===== src/rtl/shift_seq_ctrl_pkg.sv =====
// Shared types and defaults for the shift sequencer.
package shift_seq_pkg;

  localparam int W_DEFAULT = 6;

  typedef enum logic [1:0] {
    IDLE  = 2'b00,
    SHIFT = 2'b01,
    DONE  = 2'b10
  } state_t;

endpackage


===== src/rtl/shift_seq_ctrl_if.sv =====
// Requester/chain-side bundle for shift_seq_ctrl.
// Handshake: a requester raises reqN with dataN and holds both stable until it
// sees the one-cycle gntN pulse; in the cycle after gntN it either drops reqN or
// presents its next word (a req still high when the sequencer is back in IDLE is
// a new word). done pulses for one cycle once par_out holds the serialised word.
interface shift_seq_ctrl_if #(
  parameter int W = shift_seq_pkg::W_DEFAULT
) ();
  import shift_seq_pkg::*;

  logic         req0;
  logic [W-1:0] data0;
  logic         req1;
  logic [W-1:0] data1;
  logic         gnt0;
  logic         gnt1;
  logic         sh_en;
  logic         sd;
  logic         busy;
  logic         done;
  logic         owner;
  logic [W-1:0] par_out;
  state_t       dbg_state;

  // Requester / observer side.
  modport master (
    output req0, data0, req1, data1,
    input  gnt0, gnt1, sh_en, sd, busy, done, owner, par_out, dbg_state
  );

  // Sequencer side.
  modport slave (
    input  req0, data0, req1, data1,
    output gnt0, gnt1, sh_en, sd, busy, done, owner, par_out, dbg_state
  );

endinterface


===== src/rtl/shift_seq_ctrl_shift_chain.sv =====
// W-stage serial-in DFF chain: stage 0 takes the serial bit, data moves upward.
module shift_chain #(
  parameter int W = shift_seq_pkg::W_DEFAULT
) (
  input  logic         clk,
  input  logic         clear,
  input  logic         en,
  input  logic         d,
  output logic [W-1:0] q
);

  // Shift one place toward bit W-1 on each enabled edge; clear wins.
  always_ff @(posedge clk) begin
    if (!clear) begin
      q <= '0;
    end else if (en) begin
      q <= {q[W-2:0], d};
    end
  end

endmodule


===== src/rtl/shift_seq_ctrl.sv =====
// Round-robin sequencer that serialises a granted word MSB-first into a chain.
module shift_seq_ctrl
  import shift_seq_pkg::*;
#(
  parameter int W = W_DEFAULT
) (
  input  logic                 clk,
  input  logic                 clear,
  shift_seq_ctrl_if.slave      bus
);

  localparam int CW = (W > 2) ? $clog2(W) : 1;

  state_t         state_q, state_d;
  logic [CW-1:0]  cnt_q, cnt_d;
  logic [W-1:0]   hold_q, hold_d;
  logic           owner_q, owner_d;
  logic           rr_q, rr_d;      // 0: prefer req0 on a tie, 1: prefer req1
  logic           gnt0_q, gnt0_d;
  logic           gnt1_q, gnt1_d;
  logic           sh_en_q, sh_en_d;
  logic           sd_q, sd_d;
  logic           busy_q, busy_d;
  logic           done_q, done_d;

  logic           sel;
  logic [W-1:0]   sel_data;
  logic [CW-1:0]  nxt_idx;
  logic [W-1:0]   chain_q;

  // Single requester wins outright; on a tie the pointer decides.
  assign sel      = (bus.req0 && bus.req1) ? rr_q : bus.req1;
  assign sel_data = sel ? bus.data1 : bus.data0;
  // Bit to present on the next shift cycle; only used while cnt_q < W-1.
  assign nxt_idx  = CW'(W - 2) - cnt_q;

  // Next-state and next-output decode; every output is registered below.
  always_comb begin
    state_d = state_q;
    cnt_d   = cnt_q;
    hold_d  = hold_q;
    owner_d = owner_q;
    rr_d    = rr_q;
    gnt0_d  = 1'b0;
    gnt1_d  = 1'b0;
    sh_en_d = 1'b0;
    sd_d    = 1'b0;
    busy_d  = 1'b0;
    done_d  = 1'b0;
    case (state_q)
      IDLE: begin
        if (bus.req0 || bus.req1) begin
          hold_d  = sel_data;
          owner_d = sel;
          rr_d    = ~sel;
          gnt0_d  = ~sel;
          gnt1_d  = sel;
          cnt_d   = '0;
          sh_en_d = 1'b1;
          sd_d    = sel_data[W-1];
          busy_d  = 1'b1;
          state_d = SHIFT;
        end
      end
      SHIFT: begin
        busy_d = 1'b1;
        if (cnt_q == CW'(W - 1)) begin
          cnt_d   = '0;
          done_d  = 1'b1;
          state_d = DONE;
        end else begin
          cnt_d   = cnt_q + CW'(1);
          sh_en_d = 1'b1;
          sd_d    = hold_q[nxt_idx];
        end
      end
      DONE: begin
        state_d = IDLE;
      end
      default: begin
        state_d = IDLE;
      end
    endcase
  end

  // State, datapath and output registers with synchronous clear.
  always_ff @(posedge clk) begin
    if (!clear) begin
      state_q <= IDLE;
      cnt_q   <= '0;
      hold_q  <= '0;
      owner_q <= 1'b0;
      rr_q    <= 1'b0;
      gnt0_q  <= 1'b0;
      gnt1_q  <= 1'b0;
      sh_en_q <= 1'b0;
      sd_q    <= 1'b0;
      busy_q  <= 1'b0;
      done_q  <= 1'b0;
    end else begin
      state_q <= state_d;
      cnt_q   <= cnt_d;
      hold_q  <= hold_d;
      owner_q <= owner_d;
      rr_q    <= rr_d;
      gnt0_q  <= gnt0_d;
      gnt1_q  <= gnt1_d;
      sh_en_q <= sh_en_d;
      sd_q    <= sd_d;
      busy_q  <= busy_d;
      done_q  <= done_d;
    end
  end

  shift_chain #(.W(W)) u_chain (
    .clk   (clk),
    .clear (clear),
    .en    (sh_en_q),
    .d     (sd_q),
    .q     (chain_q)
  );

  assign bus.gnt0      = gnt0_q;
  assign bus.gnt1      = gnt1_q;
  assign bus.sh_en     = sh_en_q;
  assign bus.sd        = sd_q;
  assign bus.busy      = busy_q;
  assign bus.done      = done_q;
  assign bus.owner     = owner_q;
  assign bus.par_out   = chain_q;
  assign bus.dbg_state = state_q;

endmodule


===== src/flat_wrapper.sv =====
// flat-port wrapper written by rule: the top's interface ports become plain ports
module shift_seq_ctrl_flat import shift_seq_pkg::*;
#(
  parameter int W = W_DEFAULT
)
  (clk, clear, bus_req0, bus_data0, bus_req1, bus_data1, bus_gnt0, bus_gnt1, bus_sh_en, bus_sd, bus_busy, bus_done, bus_owner, bus_par_out, bus_dbg_state);
  shift_seq_ctrl_if #(.W(W)) bus_i ();
  input  logic clk;
  input  logic clear;
  input wire logic [$bits(bus_i.req0)-1:0] bus_req0;
  input wire logic [$bits(bus_i.data0)-1:0] bus_data0;
  input wire logic [$bits(bus_i.req1)-1:0] bus_req1;
  input wire logic [$bits(bus_i.data1)-1:0] bus_data1;
  output wire logic [$bits(bus_i.gnt0)-1:0] bus_gnt0;
  output wire logic [$bits(bus_i.gnt1)-1:0] bus_gnt1;
  output wire logic [$bits(bus_i.sh_en)-1:0] bus_sh_en;
  output wire logic [$bits(bus_i.sd)-1:0] bus_sd;
  output wire logic [$bits(bus_i.busy)-1:0] bus_busy;
  output wire logic [$bits(bus_i.done)-1:0] bus_done;
  output wire logic [$bits(bus_i.owner)-1:0] bus_owner;
  output wire logic [$bits(bus_i.par_out)-1:0] bus_par_out;
  output wire logic [$bits(bus_i.dbg_state)-1:0] bus_dbg_state;
  assign bus_i.req0 = bus_req0;
  assign bus_i.data0 = bus_data0;
  assign bus_i.req1 = bus_req1;
  assign bus_i.data1 = bus_data1;
  assign bus_gnt0 = bus_i.gnt0;
  assign bus_gnt1 = bus_i.gnt1;
  assign bus_sh_en = bus_i.sh_en;
  assign bus_sd = bus_i.sd;
  assign bus_busy = bus_i.busy;
  assign bus_done = bus_i.done;
  assign bus_owner = bus_i.owner;
  assign bus_par_out = bus_i.par_out;
  assign bus_dbg_state = bus_i.dbg_state;
  shift_seq_ctrl #(.W(W)) u_core (.clk(clk), .clear(clear), .bus(bus_i));
endmodule

===== config.mk =====
export PLATFORM = sky130hd
export DESIGN_NAME = shift_seq_ctrl_flat
export DESIGN_NICKNAME = d
export VERILOG_FILES = /design/src/rtl/shift_seq_ctrl_pkg.sv /design/src/rtl/shift_seq_ctrl_if.sv /design/src/rtl/shift_seq_ctrl_shift_chain.sv /design/src/rtl/shift_seq_ctrl.sv /design/src/flat_wrapper.sv
export SDC_FILE = /design/constraint.sdc
export NUM_CORES = 1
export LEC_CHECK = 0
export CORE_ASPECT_RATIO = 0.6
export CORE_MARGIN = 5
export CORE_UTILIZATION = 40
export DETAILED_ROUTE_END_ITERATION = 10
export PLACE_DENSITY = 0.66
export SKIP_CTS_REPAIR_TIMING = 1
export SYNTH_ARGS = -nofsm -noshare
export SYNTH_HDL_FRONTEND = slang
export SYNTH_SLANG_ARGS = --single-unit

===== constraint.sdc =====
create_clock -name clk -period 2.3 [get_ports clk]
set_input_delay 0.345 -clock clk [delete_from_list [all_inputs] [get_ports clk]]
set_output_delay 0.345 -clock clk [all_outputs]
set_load 0.1 [all_outputs]

# After elaboration in Yosys (flattened, before gate mapping)
# Cells that the tools add are included.
# op_classes
add_sub_neg,2
n_mul,0
div,0
order_cmp,1
eq_ne,4
n_shift,0
muxes,18
bitwise_logic,1
n_reduce_logical,9
# ops
cell,n
AND reduction 2 bit,4
2-to-1 mux 1 bit,7
2-to-1 mux 3 bit,2
2-to-1 mux 6 bit,1
case mux 1 bit (2 select lines),3
case mux 3 bit (2 select lines),1
< comparator 3 x 4 -> 1 bit (second input constant),1
2-to-1 mux 2 bit,2
inequality test 2 x 1 -> 1 bit (second input constant),2
case mux 2 bit (2 select lines),1
adder 3 x 1 -> 3 bit (second input constant),1
binary-select mux 1 bit (select 3 bit),1
equality test 3 bit (second input constant),1
AND reduction 3 bit,1
subtractor 3 bit (first input constant),1
equality test 2 x 1 -> 1 bit (second input constant),1
logical NOT 2 bit,1
nonzero test 2 bit,1
logical AND 1 bit,1
logical OR 1 bit,1
inverter 1 bit,1
# totals
reg_bits,25
latch_bits,0
mem_bits_rw,0
mem_bits_ro,0
input_bits,16
out_inout_bits,15
elab_cells,47
mem_count,0

# Logic depth before layout (Yosys ltp)
# Gate-level depths: netlist (run 1).
# depth
depth_word,5
mapped_depth,6
mapped_depth_nobuf,6

# By module
# Synthesis (run 1) repeated with hierarchy kept, for this count alone.
# hier_totals
hier_cells,103
area_unflattened_um2,1059.8
# modules_own_cells
module,instances,cells_each,area_per_inst_um2,seq_area_each_um2
shift_seq_ctrl,1,84,830.8,380.4
shift_chain,1,19,229.0,120.1

# Worst setup path after synthesis (run 1)
# Ideal clock, no wire load.
# synth_path
path_type,reg-to-reg
start,"register u_core.state_q[0], in the netlist u_core.bus.dbg_state[0]"
end,register u_core.cnt_q[2]
setup_time_ns,0.114
arrival_ns,1.758
required_ns,2.186
path_slack_ns,0.428
stages_incl_launch_ff,5
n_path_buf,0
period_less_slack_ns,1.872
path_cell_list,dfxtp_1 > nor3_1 > o21ai_0 > o21ai_0 > a21o_1
# synth_via
elab_chain_cells,3
word_cells_on_any_way,6
classes_between,2 x eq/ne; 1 x mux; 3 x reduce/logical
# synth_lines
item,line,source
"start, declared",shift_seq_ctrl.sv:14,"state_t state_q, state_d;"
"start signal, assigned",shift_seq_ctrl.sv:101,state_q <= state_d;
logical NOT 2 bit / equality test 2 x 1 -> 1 bit (equally long branches),shift_seq_ctrl.sv:50,case (state_q)
inequality test 2 x 1 -> 1 bit (no line) / nonzero test 2 bit (equally long branches),-,
AND reduction 2 bit (no line),-,
"end signal, assigned",shift_seq_ctrl.sv:102,cnt_q <= cnt_d;
"end, declared",shift_seq_ctrl.sv:15,"logic [CW-1:0] cnt_q, cnt_d;"
# Several ways; a longest one is shown, not always the timed one.
# A chain may end at the register's enable or synchronous reset.

# Worst setup path after layout (run 1)
# layout_path
start,register u_core.cnt_q[0]
end,"register u_core.sd_q, in the netlist u_core.bus.sd"
# layout_via
elab_chain_cells,5
word_cells_on_any_way,6
classes_between,1 x add/sub; 1 x eq/ne; 4 x mux
# layout_lines
item,line,source
subtractor 3 bit,shift_seq_ctrl.sv:35,assign nxt_idx = CW'(W - 2) - cnt_q;
binary-select mux 1 bit (select 3 bit),shift_seq_ctrl.sv:74,sd_d = hold_q[nxt_idx];
2-to-1 mux 1 bit (implied by the code),shift_seq_ctrl.sv:74,
2-to-1 mux 1 bit (*),shift_seq_ctrl.sv:67,if (cnt_q == CW'(W - 1)) begin
case mux 1 bit (2 select lines) (*),shift_seq_ctrl.sv:50,
"end signal, assigned",shift_seq_ctrl.sv:97,sd_q <= 1'b0;
"end signal, assigned",shift_seq_ctrl.sv:109,sd_q <= sd_d;
"end, declared",shift_seq_ctrl.sv:22,"logic sd_q, sd_d;"
# Every way passes the cells marked *; elsewhere a longest branch is shown, timed or not. The select of a mux whose other input is x is not followed.

==> results of run 1 <==
-- cell families (layout without fill, tap and decap cells) --
family	Yosys count	count (layout)	synth area share (%)
and+or+nand+nor	31	31	15.67
DFF	25	25	48.96
AOI/OAI and AO/OA	16	16	11.26
muxes	15	15	15.91
buffers and inverters	8	39	3.671
adders and majority gates	3	3	3.672
xor gates and xnor gates	1	1	0.8569
-- state kept, by name, summed over array words and instances (netlist names) --
| name | count |
|---|---|
| u_core.bus.sh_en | 1 |
| u_core.cnt_q | 3 |
| u_core.rr_q | 1 |
| u_core.bus.done | 1 |
| u_core.u_chain.q | 6 |
| u_core.hold_q | 6 |
| u_core.bus.owner | 1 |
| u_core.bus.gnt1 | 1 |
| u_core.bus.busy | 1 |
| u_core.bus.gnt0 | 1 |
| u_core.bus.dbg_state | 2 |
| u_core.bus.sd | 1 |
-- per-stage QoR --
| step | hold slack, ns | setup slack [ns] | cells | util (%) | cell area [um^2] |
|---|---|---|---|---|---|
| final | 0.4928 | 0.6436 | 162 | 54.76 | 1353 |
| after global routing | 0.5199 | 0.5461 | 162 | 54.76 | 1353 |
| after CTS | 0.5012 | 0.6450 | 162 | 54.76 | 1353 |
| after detailed placement | 0.4874 | 0.4178 | 158 | 52.89 | 1306 |
| after global placement | 0.4809 | 0.4310 | 158 | 52.89 | 1306 |
| after floorplan | 0.4741 | 0.4281 | 99 | - | 1022 |
-- worst max-delay path: cells and delay by family, from the launching register on --
family                   cells  cell delay (ns)
flip-flops                   1             0.48
buffers and inverters        1             0.12
AO/OA/AOI/OAI                2             0.26
adder cells (fa/ha/maj)      1             0.36
multiplexers                 1             0.32
-- cell type report --
cell class	count	area [um^2]	share of cell area (%)
tap	32	40.04	2.960
clock inverter	1	5.005	0.3700
multi-input combinational	66	484.2	35.80
sequential	25	500.5	37.00
timing repair buffer	30	262.8	19.43
clock buffer	3	41.29	3.053
inverter	5	18.77	1.388
-- layout by cell type (no fill, tap or decap), drive strengths merged, types with 2 or more instances in the layout --
cell / n
a211oi: 6
a21oi: 2
buf: 15
clkbuf: 3
clkdlybuf4s50: 15
dfxtp: 25
ha: 3
inv: 5
mux2i: 14
nand2: 3
nand2b: 3
nor2: 16
nor3: 4
o21ai: 5
-- worst max-delay path by stage --
stage,start,endpoint,cells after the start
2_1_floorplan,u_core.bus.dbg_state[0]$_SDFFE_PN0P_,u_core.cnt_q[2]$_SDFFE_PN0P_,4
3_3_place_gp,clear,u_core.bus.sd$_SDFF_PN0_,4
3_5_place_dp,bus_req1,u_core.hold_q[5]$_SDFFE_PN0P_,5
4_1_cts,u_core.cnt_q[0]$_SDFFE_PN0P_,u_core.bus.sd$_SDFF_PN0_,5
5_1_grt,u_core.cnt_q[0]$_SDFFE_PN0P_,u_core.bus.sd$_SDFF_PN0_,5
6_report,u_core.cnt_q[0]$_SDFFE_PN0P_,u_core.bus.sd$_SDFF_PN0_,5
-- power breakdown --
part	switching, mW	internal [mW]	total [mW]
Sequential	0.0318	0.467	0.499
Combinational	0.179	0.0979	0.277
Clock	0.135	0.121	0.256
-- metal layers --
layer	GRT usage (%)	vias to the layer above	wire length, um
met1	18.59	349	1158
met3	4.527	2	128
li1	-	407	-
met5	0	-	0
met2	14.74	18	840
met4	3.488	0	25
==> flow_summary.yaml, run 1 <==
status:
  outcome: "complete, no violations"
sta:
  tightest_slew_ns: 0.5427
  finalSetupViolations: 0
  rsz0062_at_grt: "no"
  fin_crit_sh_pct: 72.02
  hold_viol_final: 0
  setup_tns_ns: 0
  clock.fmax_mhz: 603.7
  fin_crit_ns: 1.656
  fin_worst_skew_ns: 0.005967
  slew_viol_final: 0
  maxSlewHeadroom_pct: 63.70
yosys:
  synth_top_area_share_pct: 48.96
  ys_seq_elements: 25
  syn_inst: 99
  ys_top_cells_by_count: "dfxtp_1 (25), nor2_1 (16), mux2i_1 (14), a211oi_1 (6)"
  synth.most_common_cell: "dfxtp_1"
  ys_seq_area_share_pct: 48.96
  yosysWarningCount: 0
  synthArstFlopShare_pct: 0
  synth_top_cell_by_area: "dfxtp_1"
  synth_area_leaders: "dfxtp_1 (49%), mux2i_1 (14%), nor2_1 (5.9%), a211oi_1 (4.4%), ha_1 (3.7%)"
  synth_nets: 118
  syn-mean-instance-area_um2: 10.33
  synth_edf_count: 0
  synth_cell_type_count: 26
  synth-main-ff-cell: "dfxtp_1"
  netlist_area_um2: 1022
critical_path:
  r2r_slack_ns: 0.64
  crit_arrival_ns: 1.81
  crit_type: "flop to flop"
  r2r_cells: 5
  critPathMaxFanout: 5
  worst_setup_path_start_kind: "flop"
  reg2reg_to: "u_core.bus.sd$_SDFF_PN0_"
  r2r_start: "u_core.cnt_q[0]$_SDFFE_PN0P_"
  end_kind: "flop"
  required_ns: 2.45
  slowest_delay_ns: 0.48
  critical-path-slowest-cell: "dfxtp_1"
  crit_chain: "inv_1 -> ha_1 -> mux4_2 -> a21oi_1 -> o22ai_1"
placement:
  hpwl_mm: 1.684
  port-buffer-count: 30
  gp_congestion: 0.7960
detailed_routing:
  dr_total_vias: 776
  post_drt_wl_per_cell_um: 13.29
  drt-total-wl_mm: 2.153
  ant_nets: 0
  via_per_inst: 4.790
  drt_first_pass_iters: 4
  drt_iter0_drc: 24
  drcViolationCount: 0
grt:
  first_global_vias: 674
  grt.total_usage_pct: 11.96
  overflow: 0
  antenna_found_initial: 0
  grt_pass1_wl_mm: 3.318
  grt_max_degree: 16
cells_and_area:
  fillerInstances: 219
  antenna_cells: 0
  syn_to_final_growth_pct: 32.31
  layout-drive-gt1-share_pct: 18.46
  nNetsFinal: 150
worst_hold_path:
  hold_path.class: "flop to flop"
  min_path_cells: 2
  hold_start: "u_core.bus.owner$_SDFFE_PN0P_"
  hold_end: "u_core.bus.owner$_SDFFE_PN0P_"
clocking:
  cts_tree: "yes"
  clk_latency_ns: 0.27
  cts_made_buffers: 3
  htreeDepth: 1
  clockBufferDepth: 2
  cts.sinks: 25
  clkTransAtPathRegs_ns: 0.09
  ctsRootBufferMaster: "clkbuf_8"
flow_run:
  maxCapViolCount: 0
die:
  dieArea_um2: 3700
  fp.dieH_um: 49.16
  start_util_pct: 41.39
  chipWidth_um: 75.27
  ioPinCount: 31
  rows: 14
  core-area_um2: 2470
power_and_ir_drop:
  vdd_drop_max_mv: 0.3105
  power_mw: 1.031
  p_leak_nw: 0.6011
  powerDensity_nw_per_um2: 762.6
No activity file was read; power rests on OpenSTA's default activity.
==> inputs of run 2 (changes only) <==
--- a/config.mk
+++ b/config.mk
@@ -9,7 +9,7 @@
 export CORE_MARGIN = 5
 export CORE_UTILIZATION = 40
 export DETAILED_ROUTE_END_ITERATION = 10
-export PLACE_DENSITY = 0.66
+export PLACE_DENSITY = 0.69
 export SKIP_CTS_REPAIR_TIMING = 1
 export SYNTH_ARGS = -nofsm -noshare
 export SYNTH_HDL_FRONTEND = slang
==> constraint.sdc (replaced) <==
create_clock -name clk -period 1.5 [get_ports clk]
set_input_delay 0.225 -clock clk [delete_from_list [all_inputs] [get_ports clk]]
set_output_delay 0.225 -clock clk [all_outputs]
set_load 0.1 [all_outputs]
==> run 2 against run 1 <==
Effect of this change: via count grew 7.9%; worst setup slack got worse by 0.52 ns; largest cell class is now buffers; first-iteration DRC count increased by 38%; non-clock buffer count grew 10; clock-buffer cell count stayed put; sequential power is 55% higher; final cell count up 6.2%; design area up 22%; critical endpoint unchanged.
==> flow_summary.yaml, run 2 (synthesized netlist as in run 1, its figures left out) <==
critical_path:
  crit_family: "adder cells"
  required_ns: 1.66
  crit_chain: "inv_1 -> ha_1 -> mux4_2 -> a21oi_1 -> o22ai_1"
  crit_arrival_ns: 1.54
  crit_type: "flop to flop"
  worst-path-buf-inv: 1
  critPathMaxFanout: 3
  worst_setup_path_start_kind: "flop"
  critical-path-slowest-cell: "ha_1"
  slowest_delay_ns: 0.34
  end_kind: "flop"
flow_run:
  maxCapViolCount: 0
placement:
  port-buffer-count: 30
  gp_congestion: 0.7104
  hpwl_mm: 1.824
power_and_ir_drop:
  p_leak_nw: 0.7059
  power_mw: 1.695
  powerDensity_nw_per_um2: 1031
  vdd_drop_max_mv: 0.5256
sta:
  setup_tns_ns: 0
  fin_worst_skew_ns: 0.005271
  tightest_slew_ns: 0.3744
  slew_viol_final: 0
  clock.fmax_mhz: 725.3
  fin_crit_sh_pct: 91.92
  finalSetupViolations: 0
  fin_crit_ns: 1.379
  hold_viol_final: 0
  maxSlewHeadroom_pct: 74.78
  rsz0062_at_grt: "no"
grt:
  grt_max_degree: 16
  grt_pass1_wl_mm: 3.601
  antenna_found_initial: 0
  first_global_vias: 837
  grt.total_usage_pct: 12.60
  overflow: 0
detailed_routing:
  drcViolationCount: 0
  via_per_inst: 4.866
  drt_first_pass_iters: 4
  ant_nets: 0
  drt_iter0_drc: 33
  dr_total_vias: 837
  drt-total-wl_mm: 2.232
  post_drt_wl_per_cell_um: 12.98
clocking:
  cts.sinks: 25
  clkTransAtPathRegs_ns: 0.09
  ctsRootBufferMaster: "clkbuf_8"
  clk_latency_ns: 0.26
  htreeDepth: 1
  cts_made_buffers: 3
  cts_tree: "yes"
  clockBufferDepth: 2
status:
  outcome: "complete, no violations"
die:
  fp.dieH_um: 49.16
  chipWidth_um: 75.27
  rows: 14
  core-area_um2: 2470
  dieArea_um2: 3700
  ioPinCount: 31
  start_util_pct: 41.39
cells_and_area:
  layout-drive-gt1-share_pct: 26.43
  mostFrequentLayoutCells: "dfxtp_1 (22), buf_12 (17), nor2_1 (16)"
  syn_to_final_growth_pct: 60.83
  nNetsFinal: 160
  layout_commonest_cell: "dfxtp_1"
  antenna_cells: 0
  top_regs: "u_core.hold_q (6), u_core.u_chain.q (6), u_core.cnt_q (3)"
worst_hold_path:
  hold_path.class: "flop to flop"
==> run 2: layout make-up <==
class,instances,area [um^2]
clock buffers,3,41.29
clock inverters,1,5.005
fillers,212,825.8
inverters,5,18.77
multi-input cells,66,484.2
flip-flops and latches,25,504.2
well taps,32,40.04
repair buffers,40,550.5
==> run 2: tightest hold or removal path: cells and delay by family (launching register included) <==
family	cells	cell delay, ns
and+or+nand+nor	1	0.11
DFF	1	0.31
AOI/OAI and AO/OA	1	0.05
==> run 2: path summary, 6_finish.rpt <==
path | start | endpoint | slack [ns] | cells past startpoint
setup / recovery | u_core.cnt_q[0]$_SDFFE_PN0P_ | u_core.bus.sd$_SDFF_PN0_ | 0.12 | 5
hold / removal | u_core.hold_q[4]$_SDFFE_PN0P_ | u_core.hold_q[4]$_SDFFE_PN0P_ | 0.52 | 2
setup reg to reg | u_core.cnt_q[0]$_SDFFE_PN0P_ | u_core.bus.sd$_SDFF_PN0_ | 0.12 | 5
hold reg to reg | u_core.hold_q[4]$_SDFFE_PN0P_ | u_core.hold_q[4]$_SDFFE_PN0P_ | 0.52 | 2
==> run 2: power breakdown <==
| group | internal (mW) | switching (mW) |
|---|---|---|
| Combinational | 0.245 | 0.286 |
| Clock | 0.185 | 0.204 |
| Sequential | 0.718 | 0.0569 |
| Total | 1.15 | 0.547 |
==> run 2: layer usage <==
metal | share of wire (%) | track usage [%] | wire length (um) | up-vias
met4 | 1.0 | 3.779 | 23 | 0
li1 | - | - | - | 426
met3 | 6.9 | 4.527 | 155 | 2
met2 | 46 | 19.94 | 1021 | 24
met1 | 46 | 15.94 | 1031 | 385
met5 | 0 | 0 | 0 | -
==> run 2: per-stage QoR <==
| step | setup slack (ns) | hold WS, ns | instances | util, % | instance area, um^2 |
|---|---|---|---|---|---|
| finish | 0.1213 | 0.5166 | 172 | 66.57 | 1644 |
| global route | 0.03475 | 0.5340 | 172 | 66.57 | 1644 |
| CTS | 0.1165 | 0.5258 | 172 | 66.57 | 1644 |
| detailed placement | -0.08147 | 0.5104 | 168 | 64.69 | 1598 |
| global placement | -0.05711 | 0.4878 | 168 | 64.69 | 1598 |
| floorplan | 0.009675 | 0.3584 | 99 | - | 1026 |
==> inputs of run 3 (changes only) <==
--- a/config.mk
+++ b/config.mk
@@ -14,3 +14,4 @@
 export SYNTH_ARGS = -nofsm -noshare
 export SYNTH_HDL_FRONTEND = slang
 export SYNTH_SLANG_ARGS = --single-unit
+export TNS_END_PERCENT = 20
==> run 3 against run 2 <==
Effect of this change: clock power shrank 3%; sequential cell count is the same; combinational power shrank 0.8%; critical path depth is the same; design area grew 0.38%; first-iteration DRC count shrank 9.1%; sequential share of layout area shrank 0.19 points; worst hold slack lost 0.0099 ns; maximum frequency is essentially flat; die area is the same; clock skew shrank 0.00090 ns; register-to-register slack is essentially flat; largest power group unchanged; highest routed layer unchanged.
==> flow_summary.yaml, run 3 (synthesized netlist as in run 1, its figures left out) <==
cells_and_area:
  mostFrequentLayoutCells: "dfxtp_1 (23), buf_12 (17), nor2_1 (16)"
  layout_commonest_cell: "dfxtp_1"
  final_cells: 173
  syn_to_final_growth_pct: 61.44
  layout-drive-gt1-share_pct: 26.24
  top_regs: "u_core.hold_q (6), u_core.u_chain.q (6), u_core.cnt_q (3)"
  antenna_cells: 0
  nNetsFinal: 161
detailed_routing:
  via_per_inst: 4.803
  post_drt_wl_per_cell_um: 12.42
  drt_first_pass_iters: 4
  drt_iter0_drc: 30
  dr_total_vias: 831
  ant_nets: 0
  drcViolationCount: 0
  drt-total-wl_mm: 2.148
critical_path:
  crit_arrival_ns: 1.53
  crit_type: "flop to flop"
  r2r_start: "u_core.cnt_q[1]$_SDFFE_PN0P_"
  crit_chain: "inv_1 -> ha_1 -> mux4_2 -> a21oi_1 -> o22ai_1"
  worst-path-buf-inv: 1
  worst_setup_path_start_kind: "flop"
  crit_family: "flip-flops"
  required_ns: 1.65
  end_kind: "flop"
  crit_start: "u_core.cnt_q[1]$_SDFFE_PN0P_"
  critical-path-slowest-cell: "dfxtp_1"
  slowest_delay_ns: 0.33
  critPathMaxFanout: 3
die:
  ioPinCount: 31
  rows: 14
  chipWidth_um: 75.27
  start_util_pct: 41.39
  dieArea_um2: 3700
  fp.dieH_um: 49.16
  core-area_um2: 2470
sta:
  fin_crit_ns: 1.377
  hold_viol_final: 0
  slew_viol_final: 0
  tightest_slew_ns: 0.4395
  fin_crit_sh_pct: 91.83
  clock.fmax_mhz: 726.0
  rsz0062_at_grt: "no"
  finalSetupViolations: 0
  setup_tns_ns: 0
  maxSlewHeadroom_pct: 70.66
  fin_worst_skew_ns: 0.004373
placement:
  gp_congestion: 0.7127
  hpwl_mm: 1.809
  place_inst: 169
  port-buffer-count: 30
grt:
  first_global_vias: 829
  antenna_found_initial: 0
  grt_pass1_wl_mm: 3.553
  grt_max_degree: 15
  grt.total_usage_pct: 12.40
  overflow: 0
power_and_ir_drop:
  seqPwrFrac_pct: 46.1
  intPower_mw: 1.148
  p_leak_nw: 0.7103
  power.share.switching_pct: 31.61
  clockPowerShare_pct: 22.5
  pwr-share-comb_pct: 31.4
  vdd_drop_max_mv: 0.5513
  powerDensity_nw_per_um2: 1017
  switchingPower_mw: 0.5304
clocking:
  htreeDepth: 1
  cts_tree: "yes"
  clkTransAtPathRegs_ns: 0.08
  ctsRootBufferMaster: "clkbuf_8"
  cts_made_buffers: 3
  clockBufferDepth: 2
  cts.sinks: 25
  clk_latency_ns: 0.26
status:
  outcome: "complete, no violations"
worst_hold_path:
  hold_start: "u_core.hold_q[2]$_SDFFE_PN0P_"
  hold_path.class: "flop to flop"
flow_run:
  maxCapViolCount: 0
## run 3: cell type report
cell class | count | area (um^2)
Clock buffer | 3 | 41.29
Fill cell | 183 | 819.5
Clock inverter | 1 | 5.005
Timing Repair Buffer | 41 | 558.0
Inverter | 5 | 18.77
Multi-Input combinational cell | 66 | 484.2
Sequential cell | 25 | 503.0
Tap cell | 32 | 40.04
## run 3: metrics by stage
step / worst slack (ns) / total power, mW / hold slack [ns] / util (%) / area (um^2)
after floorplan: -0.1798 / 1.096 / 0.3584 / - / 1025
after global routing: 0.04746 / 1.765 / 0.5268 / 66.82 / 1650
after detailed placement: -0.1051 / 1.319 / 0.5001 / 64.94 / 1604
final: 0.1226 / 1.678 / 0.5067 / 66.82 / 1650
after global placement: -0.06440 / 1.309 / 0.4878 / 64.94 / 1604
after CTS: 0.09972 / 1.704 / 0.5121 / 66.82 / 1650
## run 3: path summary, 6_finish.rpt
kind,to,slack (ns),depth (start not counted)
max reg2reg,u_core.bus.sd$_SDFF_PN0_,0.12,5
min,u_core.hold_q[2]$_SDFFE_PN0P_,0.51,2
max,u_core.bus.sd$_SDFF_PN0_,0.12,5
min reg2reg,u_core.hold_q[2]$_SDFFE_PN0P_,0.51,2
## run 3: power by group through the flow
stage / Clock, mW / Sequential [mW] / Combinational (mW)
2_1_floorplan: 0 / 0.921 / 0.175
3_3_place_gp: 0 / 0.786 / 0.522
3_5_place_dp: 0 / 0.789 / 0.530
4_1_cts: 0.399 / 0.774 / 0.532
5_1_grt: 0.429 / 0.779 / 0.557
6_report: 0.378 / 0.773 / 0.527
## run 3: worst min-delay path: stages, from the launching register on
cell and delay (ns):
dfxtp_1 0.31, nor2_1 0.10, a211oi_1 0.05
## run 3: metal layers
layer  up-vias  wire length [um]  global-route usage, %
li1        425                 -                      -
met4         0                23                  3.488
met1       381               966                  15.46
met3         2               140                  3.704
met5         -                 0                      0
met2        23              1017                  20.52
